===== config.mk =====
export PLATFORM = sky130hd
export DESIGN_NAME = ins_ram_arbiter_flat
export DESIGN_NICKNAME = d
export VERILOG_FILES = /design/src/rtl/ins_ram_arbiter_if.sv /design/src/rtl/ins_ram_arbiter.sv /design/src/flat_wrapper.sv
export SDC_FILE = /design/constraint.sdc
export NUM_CORES = 1
export LEC_CHECK = 0
export CELL_PAD_IN_SITES_DETAIL_PLACEMENT = 0
export CELL_PAD_IN_SITES_GLOBAL_PLACEMENT = 1
export CORE_UTILIZATION = 36
export CTS_CLUSTER_SIZE = 28
export DETAILED_ROUTE_END_ITERATION = 8
export GPL_TIMING_DRIVEN = 0
export HOLD_SLACK_MARGIN = 0.15
export PLACE_DENSITY_LB_ADDON = 0.1
export SYNTH_ARGS = -nofsm -noshare
export SYNTH_HDL_FRONTEND = slang
export SYNTH_SLANG_ARGS = --single-unit

===== constraint.sdc =====
create_clock -name clk -period 3.5 [get_ports clk]
set_clock_uncertainty 0.2 [all_clocks]
set_input_delay 0.7 -clock clk [delete_from_list [all_inputs] [get_ports clk]]
set_output_delay 0.7 -clock clk [all_outputs]
set_load 0.02 [all_outputs]

===== src/rtl/ins_ram_arbiter_if.sv =====
// Bus bundle for ins_ram_arbiter: CPU fetch port, host loader port and the
// single-port instruction RAM port. The arbiter takes the slave view; the
// requesters and RAM model on the other side take the master view.
interface ins_ram_arbiter_if #(
    parameter int AW = 16,
    parameter int DW = 16
);
    // CPU fetch port
    logic          cpu_req;
    logic [AW-1:0] cpu_addr;
    logic [DW-1:0] cpu_ins;
    logic          cpu_ack;

    // Host loader port
    logic          host_req;
    logic          host_we;
    logic [AW-1:0] host_addr;
    logic [DW-1:0] host_wdata;
    logic [DW-1:0] host_rdata;
    logic          host_ack;
    logic          host_err;

    // RAM macro port
    logic          ram_cs;
    logic          ram_we;
    logic [AW-1:0] ram_addr;
    logic [DW-1:0] ram_wdata;
    logic [DW-1:0] ram_rdata;

    modport slave (
        input  cpu_req, cpu_addr,
        input  host_req, host_we, host_addr, host_wdata,
        input  ram_rdata,
        output cpu_ins, cpu_ack,
        output host_rdata, host_ack, host_err,
        output ram_cs, ram_we, ram_addr, ram_wdata
    );

    modport master (
        output cpu_req, cpu_addr,
        output host_req, host_we, host_addr, host_wdata,
        output ram_rdata,
        input  cpu_ins, cpu_ack,
        input  host_rdata, host_ack, host_err,
        input  ram_cs, ram_we, ram_addr, ram_wdata
    );
endinterface


===== src/rtl/ins_ram_arbiter.sv =====
// ins_ram_arbiter: serializes CPU fetches and host loader accesses onto one
// single-port instruction RAM. Each transaction takes IDLE -> ACCESS -> DONE;
// the host wins collisions until the CPU has been passed over STARVE_LIM times.
// Optional feature: define INS_ARB_WPROT_EN to reject host writes below
// WPROT_LIMIT (access still runs with ram_we low; host_err flags it).
module ins_ram_arbiter #(
    parameter int            AW          = 16,
    parameter int            DW          = 16,
    parameter int            STARVE_LIM  = 4,
    parameter logic [AW-1:0] WPROT_LIMIT = AW'(16'h0020)
) (
    input  logic             clk,
    input  logic             rst,
    ins_ram_arbiter_if.slave bus
);

    typedef enum logic [1:0] {IDLE, ACCESS, DONE} state_t;

    localparam logic [2:0] STARVE_MAX = 3'(STARVE_LIM);
    localparam logic [2:0] STARVE_SAT = 3'd7;

    state_t        state;
    logic          grant_cpu;      // 1: CPU owns the current transaction
    logic          host_rd;        // current host transaction is a read
    logic          wprot_err;      // current host write was rejected
    logic [2:0]    starve_cnt;
    logic [DW-1:0] cpu_ins_reg;
    logic [DW-1:0] host_rdata_reg;
    logic          cpu_ack_reg;
    logic          host_ack_reg;
    logic          host_err_reg;
    logic          ram_cs_reg;
    logic          ram_we_reg;
    logic [AW-1:0] ram_addr_reg;
    logic [DW-1:0] ram_wdata_reg;

    logic          cpu_first;
    logic          wprot_hit;

    // CPU is granted when alone, or when it has waited out its starvation budget.
    assign cpu_first = bus.cpu_req && (!bus.host_req || (starve_cnt == STARVE_MAX));

`ifdef INS_ARB_WPROT_EN
    assign wprot_hit = bus.host_we && (bus.host_addr < WPROT_LIMIT);
`else
    assign wprot_hit = 1'b0;
    logic unused_wprot;
    assign unused_wprot = ^WPROT_LIMIT;
`endif

    // Single FSM: grant in IDLE, drive the RAM in ACCESS, acknowledge in DONE.
    // Async reset also kills ram_we mid-access, so no write survives reset.
    always_ff @(posedge clk or negedge rst) begin
        if (!rst) begin
            state          <= IDLE;
            grant_cpu      <= 1'b0;
            host_rd        <= 1'b0;
            wprot_err      <= 1'b0;
            starve_cnt     <= '0;
            cpu_ins_reg    <= '0;
            host_rdata_reg <= '0;
            cpu_ack_reg    <= 1'b0;
            host_ack_reg   <= 1'b0;
            host_err_reg   <= 1'b0;
            ram_cs_reg     <= 1'b0;
            ram_we_reg     <= 1'b0;
            ram_addr_reg   <= '0;
            ram_wdata_reg  <= '0;
        end else begin
            case (state)
                IDLE: begin
                    if (cpu_first) begin
                        grant_cpu     <= 1'b1;
                        host_rd       <= 1'b0;
                        wprot_err     <= 1'b0;
                        ram_addr_reg  <= bus.cpu_addr;
                        ram_wdata_reg <= '0;
                        ram_we_reg    <= 1'b0;
                        ram_cs_reg    <= 1'b1;
                        starve_cnt    <= '0;
                        state         <= ACCESS;
                    end else if (bus.host_req) begin
                        grant_cpu     <= 1'b0;
                        host_rd       <= !bus.host_we;
                        wprot_err     <= wprot_hit;
                        ram_addr_reg  <= bus.host_addr;
                        ram_wdata_reg <= bus.host_wdata;
                        ram_we_reg    <= bus.host_we && !wprot_hit;
                        ram_cs_reg    <= 1'b1;
                        if (!bus.cpu_req) begin
                            starve_cnt <= '0;
                        end else if (starve_cnt != STARVE_SAT) begin
                            starve_cnt <= starve_cnt + 3'd1;
                        end
                        state         <= ACCESS;
                    end else begin
                        // nobody asking, which implies cpu_req is low
                        starve_cnt <= '0;
                    end
                end
                ACCESS: begin
                    ram_cs_reg   <= 1'b0;
                    ram_we_reg   <= 1'b0;
                    cpu_ack_reg  <= grant_cpu;
                    host_ack_reg <= !grant_cpu;
                    host_err_reg <= !grant_cpu && wprot_err;
                    state        <= DONE;
                end
                DONE: begin
                    if (grant_cpu) begin
                        cpu_ins_reg <= bus.ram_rdata;
                    end else if (host_rd) begin
                        host_rdata_reg <= bus.ram_rdata;
                    end
                    cpu_ack_reg  <= 1'b0;
                    host_ack_reg <= 1'b0;
                    host_err_reg <= 1'b0;
                    state        <= IDLE;
                end
                default: state <= IDLE;
            endcase
        end
    end

    // RAM data only arrives in DONE, so read data is forwarded straight through
    // while the ack is high and held from the capture register afterwards.
    assign bus.cpu_ins    = cpu_ack_reg ? bus.ram_rdata : cpu_ins_reg;
    assign bus.host_rdata = (host_ack_reg && host_rd) ? bus.ram_rdata : host_rdata_reg;
    assign bus.cpu_ack    = cpu_ack_reg;
    assign bus.host_ack   = host_ack_reg;
    assign bus.host_err   = host_err_reg;
    assign bus.ram_cs     = ram_cs_reg;
    assign bus.ram_we     = ram_we_reg;
    assign bus.ram_addr   = ram_addr_reg;
    assign bus.ram_wdata  = ram_wdata_reg;

endmodule


===== src/flat_wrapper.sv =====
// flat-port wrapper written by rule: the top's interface ports become plain ports
module ins_ram_arbiter_flat 
#(
    parameter int            AW          = 16,
    parameter int            DW          = 16,
    parameter int            STARVE_LIM  = 4,
    parameter logic [AW-1:0] WPROT_LIMIT = AW'(16'h0020)
)
  (clk, rst, bus_cpu_req, bus_cpu_addr, bus_host_req, bus_host_we, bus_host_addr, bus_host_wdata, bus_ram_rdata, bus_cpu_ins, bus_cpu_ack, bus_host_rdata, bus_host_ack, bus_host_err, bus_ram_cs, bus_ram_we, bus_ram_addr, bus_ram_wdata);
  ins_ram_arbiter_if #(.AW(AW), .DW(DW)) bus_i ();
  input  logic clk;
  input  logic rst;
  input wire logic [$bits(bus_i.cpu_req)-1:0] bus_cpu_req;
  input wire logic [$bits(bus_i.cpu_addr)-1:0] bus_cpu_addr;
  input wire logic [$bits(bus_i.host_req)-1:0] bus_host_req;
  input wire logic [$bits(bus_i.host_we)-1:0] bus_host_we;
  input wire logic [$bits(bus_i.host_addr)-1:0] bus_host_addr;
  input wire logic [$bits(bus_i.host_wdata)-1:0] bus_host_wdata;
  input wire logic [$bits(bus_i.ram_rdata)-1:0] bus_ram_rdata;
  output wire logic [$bits(bus_i.cpu_ins)-1:0] bus_cpu_ins;
  output wire logic [$bits(bus_i.cpu_ack)-1:0] bus_cpu_ack;
  output wire logic [$bits(bus_i.host_rdata)-1:0] bus_host_rdata;
  output wire logic [$bits(bus_i.host_ack)-1:0] bus_host_ack;
  output wire logic [$bits(bus_i.host_err)-1:0] bus_host_err;
  output wire logic [$bits(bus_i.ram_cs)-1:0] bus_ram_cs;
  output wire logic [$bits(bus_i.ram_we)-1:0] bus_ram_we;
  output wire logic [$bits(bus_i.ram_addr)-1:0] bus_ram_addr;
  output wire logic [$bits(bus_i.ram_wdata)-1:0] bus_ram_wdata;
  assign bus_i.cpu_req = bus_cpu_req;
  assign bus_i.cpu_addr = bus_cpu_addr;
  assign bus_i.host_req = bus_host_req;
  assign bus_i.host_we = bus_host_we;
  assign bus_i.host_addr = bus_host_addr;
  assign bus_i.host_wdata = bus_host_wdata;
  assign bus_i.ram_rdata = bus_ram_rdata;
  assign bus_cpu_ins = bus_i.cpu_ins;
  assign bus_cpu_ack = bus_i.cpu_ack;
  assign bus_host_rdata = bus_i.host_rdata;
  assign bus_host_ack = bus_i.host_ack;
  assign bus_host_err = bus_i.host_err;
  assign bus_ram_cs = bus_i.ram_cs;
  assign bus_ram_we = bus_i.ram_we;
  assign bus_ram_addr = bus_i.ram_addr;
  assign bus_ram_wdata = bus_i.ram_wdata;
  ins_ram_arbiter #(.AW(AW), .DW(DW), .STARVE_LIM(STARVE_LIM), .WPROT_LIMIT(WPROT_LIMIT)) u_core (.clk(clk), .rst(rst), .bus(bus_i));
endmodule

==> flow_metrics.tcl, run 1 <==
set metrics [dict create \
    clk_latency_ns 0.34 \
    worst_setup_path_endpoint "bus_host_rdata[11]" \
    mostFrequentLayoutCell "sky130_fd_sc_hd__clkdlybuf4s50_1" \
    critical_path.cell_chain "nand2_1 -> buf_2 -> mux2_2 -> clkdlybuf4s50_1" \
    cts.reportedPaths.clkPinSlew_ns 0.08 \
    floorplan.initialDensity_pct 37.1 \
    largest_net_degree_at_the_start_of_global_routing 43 \
    layout_fillers 918 \
    timing.critical_path.required_ns 2.60 \
    wl_per_cell_um 15.1 \
    critPathKind "flop to output port" \
    timing.rr.start "u_core.state[0]" \
    max_slew_margin_pct 66.8 \
    setup_viol 0 \
    post_route_cells_drive_above_1_share_pct 22.8 \
    count_of_unique_library_cells_instantiated_by_yosys 28 \
    mappedNetlistArea_um2 3620 \
    antenna_cells 0 \
    drt-pass1-iter-count 4 \
    fin_ws_ns 0.327 \
    synthToLayoutAreaGrowth_pct 49.4 \
    drt_iter0_drc 93 \
    route.antenna.remaining_nets 0 \
    dp_hpwl_um 6660 \
    design.portCount 138 \
    route.final.wire_length_um 9150 \
    die_width_um 102 \
    seqCellArea_um2 1880 \
    max-cap-violations 0 \
    cpPeakStageDelay_ns 0.55 \
    post_cts_hold_buffer_count 1 \
    tritoncts "built" \
    clock-root-buffer "sky130_fd_sc_hd__clkbuf_8" \
    postSynthAreaPerCell_um2 11.3 \
    io_buffers 136 \
    seq_area_frac_synth_pct 51.8 \
    netlist_instances 320 \
    cts_buffers 9 \
    num_rows 36 \
    synth_fp_nets 395 \
    data_arrival_time_of_the_critical_path_ns 2.27 \
    critical_path_peak_fanout 10 \
    layout_common_cells "135 x sky130_fd_sc_hd__clkdlybuf4s50_1, 75 x sky130_fd_sc_hd__dfrtp_1, 68 x sky130_fd_sc_hd__nand2_1, 67 x sky130_fd_sc_hd__mux2_2, 17 x sky130_fd_sc_hd__o21ai_1" \
    placed_area_um2 5180 \
    routed_via_density 4.89 \
    critPathLaunch "u_core.host_rd" \
    worst_hold_path_type "flop to flop" \
    leakage_nw 2.25 \
    grt_setup_unrepaired "false" \
    flops_latches_synth 75 \
    numClockSinks 75 \
    critical_path.endpoint_type "output port" \
    final_net_count 544 \
    floorplan.core_area_um2 9770 \
    timing.rr.end "u_core.host_rdata_reg[15]" \
    final-hold-violation-count 0 \
    tightest_slew_ns 0.495 \
    ir_worst_vdd_v 0.000367 \
    remaining_overflow_grt 0 \
    place_congestion 0.717 \
    route.detailed.drc 0 \
    dp_slack_ns 0.587 \
    regToRegSetupSlack_ns 1.46 \
    grt.total_usage_pct 17.8 \
    yosysWarningCount 0 \
    power-per-cell-area_nw_per_um2 929 \
    finalMaxSlewViolations 0 \
    clock_tree.buffer_depth 2 \
    start_kind "flop" \
    post_cts_resize_count 0 \
    layout_worst_path_cycle_share_pct 90.7 \
    die-height_um 102 \
    post-cts-setup-buffers 0 \
    num_vias 2969 \
    htreeDepth 3 \
    grt_pass1_wl_um 14200 \
    achievable-frequency_ghz 0.315 \
    crit_path_time_final_ns 3.17 \
    floorplan.die_area_um2 10500 \
    worstRegToRegCells 5 \
    antenna_found_initial 0 \
    area_of_combinational_cells_with_multiple_inputs_um2 1580 \
    outcome "complete, no violations" \
    grt_pass1_vias 2825 \
    final_cell_area_um2 5410 \
    total_power_mw 5.03 \
    crit_slowest_cell "sky130_fd_sc_hd__clkdlybuf4s50_1" \
]
cells in the mapped netlist:
cell                        count  area share, %
sky130_fd_sc_hd__nor3_1         1           0.14
sky130_fd_sc_hd__o21a_1         1           0.21
sky130_fd_sc_hd__dfrtp_1       75             52
sky130_fd_sc_hd__buf_1          1           0.10
sky130_fd_sc_hd__nand3b_1       2           0.41
sky130_fd_sc_hd__a221oi_1       1           0.24
sky130_fd_sc_hd__nand4_1       16            2.8
sky130_fd_sc_hd__clkbuf_1       7           0.73
sky130_fd_sc_hd__mux2_2        67             21
sky130_fd_sc_hd__a21bo_2        1           0.28
sky130_fd_sc_hd__and2_4         1           0.24
sky130_fd_sc_hd__buf_4          2           0.41
sky130_fd_sc_hd__buf_6          5            1.6
sky130_fd_sc_hd__conb_1         1           0.10
sky130_fd_sc_hd__o21ai_0        5           0.69
sky130_fd_sc_hd__nor3b_1        1           0.21
sky130_fd_sc_hd__nor4_2         1           0.35
sky130_fd_sc_hd__a22o_1         3           0.73
sky130_fd_sc_hd__nand2_1       68            7.0
sky130_fd_sc_hd__buf_2          8            1.1
sky130_fd_sc_hd__ha_1           6            2.1
sky130_fd_sc_hd__a2111oi_2      1           0.41
sky130_fd_sc_hd__o21ai_1       17            2.3
sky130_fd_sc_hd__o211ai_2       4            1.4
sky130_fd_sc_hd__nand2b_1       1           0.17
sky130_fd_sc_hd__o211ai_1      12            2.5
sky130_fd_sc_hd__inv_1          7           0.73
sky130_fd_sc_hd__nor2_1         5           0.52
final cells by class:
| cell class | count | area share (%) |
|---|---|---|
| flip-flops and latches | 75 | 34.7 |
| well taps | 133 | 3.07 |
| plain buffers | 23 | 2.61 |
| repair buffers | 138 | 25.8 |
| inverters | 7 | 0.485 |
| clock buffers | 11 | 2.80 |
| clock inverters | 5 | 1.39 |
| multi-input cells | 215 | 29.2 |
layer usage:
metal  GRT usage (%)  part of all wire [%]  up-vias
li1                -                     -     1418
met1            24.6                    46     1458
met2            27.6                    48       88
met3            3.21                   4.9        5
met4            7.25                  0.84        0
met5               0                     0        -
critical path: cells and delay by family, from the launching register on:
| family | cells | cell delay (ns) |
|---|---|---|
| mux | 1 | 0.37 |
| buf+inv | 2 | 0.89 |
| flops | 1 | 0.41 |
| simple gates | 1 | 0.27 |
how the worst min path moves through the flow:
stage,startpoint,endpoint,slack [ns],cells after the start
2_1_floorplan,rst,u_core.bus.cpu_ack,0.20,0
3_3_place_gp,u_core.bus.ram_wdata[6],u_core.bus.ram_wdata[6],0.27,2
3_5_place_dp,u_core.bus.ram_addr[14],u_core.bus.ram_addr[14],0.28,2
4_1_cts,u_core.bus.ram_addr[11],u_core.bus.ram_addr[11],0.29,2
5_1_grt,u_core.bus.ram_wdata[1],u_core.bus.ram_wdata[1],0.31,2
6_report,u_core.bus.ram_wdata[4],u_core.bus.ram_wdata[4],0.28,2
where the power goes:
part	internal, mW	switching (mW)
Sequential	1.28	0.214
Clock	0.437	0.319
Combinational	1.42	1.36
kinds of logic after synthesis:
group | count (synthesis) | synth area share, %
and+or+nand+nor | 96 | 11.8
DFF | 75 | 51.8
muxes | 67 | 20.8
AOI/OAI and AO/OA | 45 | 8.77
buffers and inverters | 30 | 4.63
adders and majority gates | 6 | 2.07
other | 1 | 0.103
through the flow:
stage	utilization, %	std cells	TNS (ns)	hold slack (ns)
detailed placement	53.0	590	0	0.275
CTS	55.4	607	0	0.292
global route	55.4	607	0	0.314
global placement	52.7	589	-94.72	0.267
finish	55.4	607	0	0.285
floorplan	-	320	0	0.204
Note: power is estimated with default switching activity, not from simulation.
==> inputs of run 2 (changes only) <==
ABC_CLOCK_PERIOD_IN_PS = 3500   (was default)
CAP_MARGIN = 20   (was default)
==> results of run 2 <==
Same layout as run 1: the final DEF is identical, and so are final timing and power.
==> inputs of run 3 (changes only) <==
==> constraint.sdc (replaced) <==
create_clock -name clk -period 3.5 [get_ports clk]
set_clock_uncertainty 0.2 [all_clocks]
set_input_delay 0.7 -clock clk [delete_from_list [all_inputs] [get_ports clk]]
set_output_delay 0.7 -clock clk [all_outputs]
set_load 0.01 [all_outputs]
==> results of run 3 <==
Same layout as run 1 (identical final DEF). Status: complete, no violations.
Among the figures that moved: setup slack after placement 0.587 ns -> 0.652 ns; setup slack after layout 0.327 ns -> 0.386 ns; total power 5.03 mW -> 4.70 mW; worst IR drop on VDD 0.000367 V -> 0.000326 V
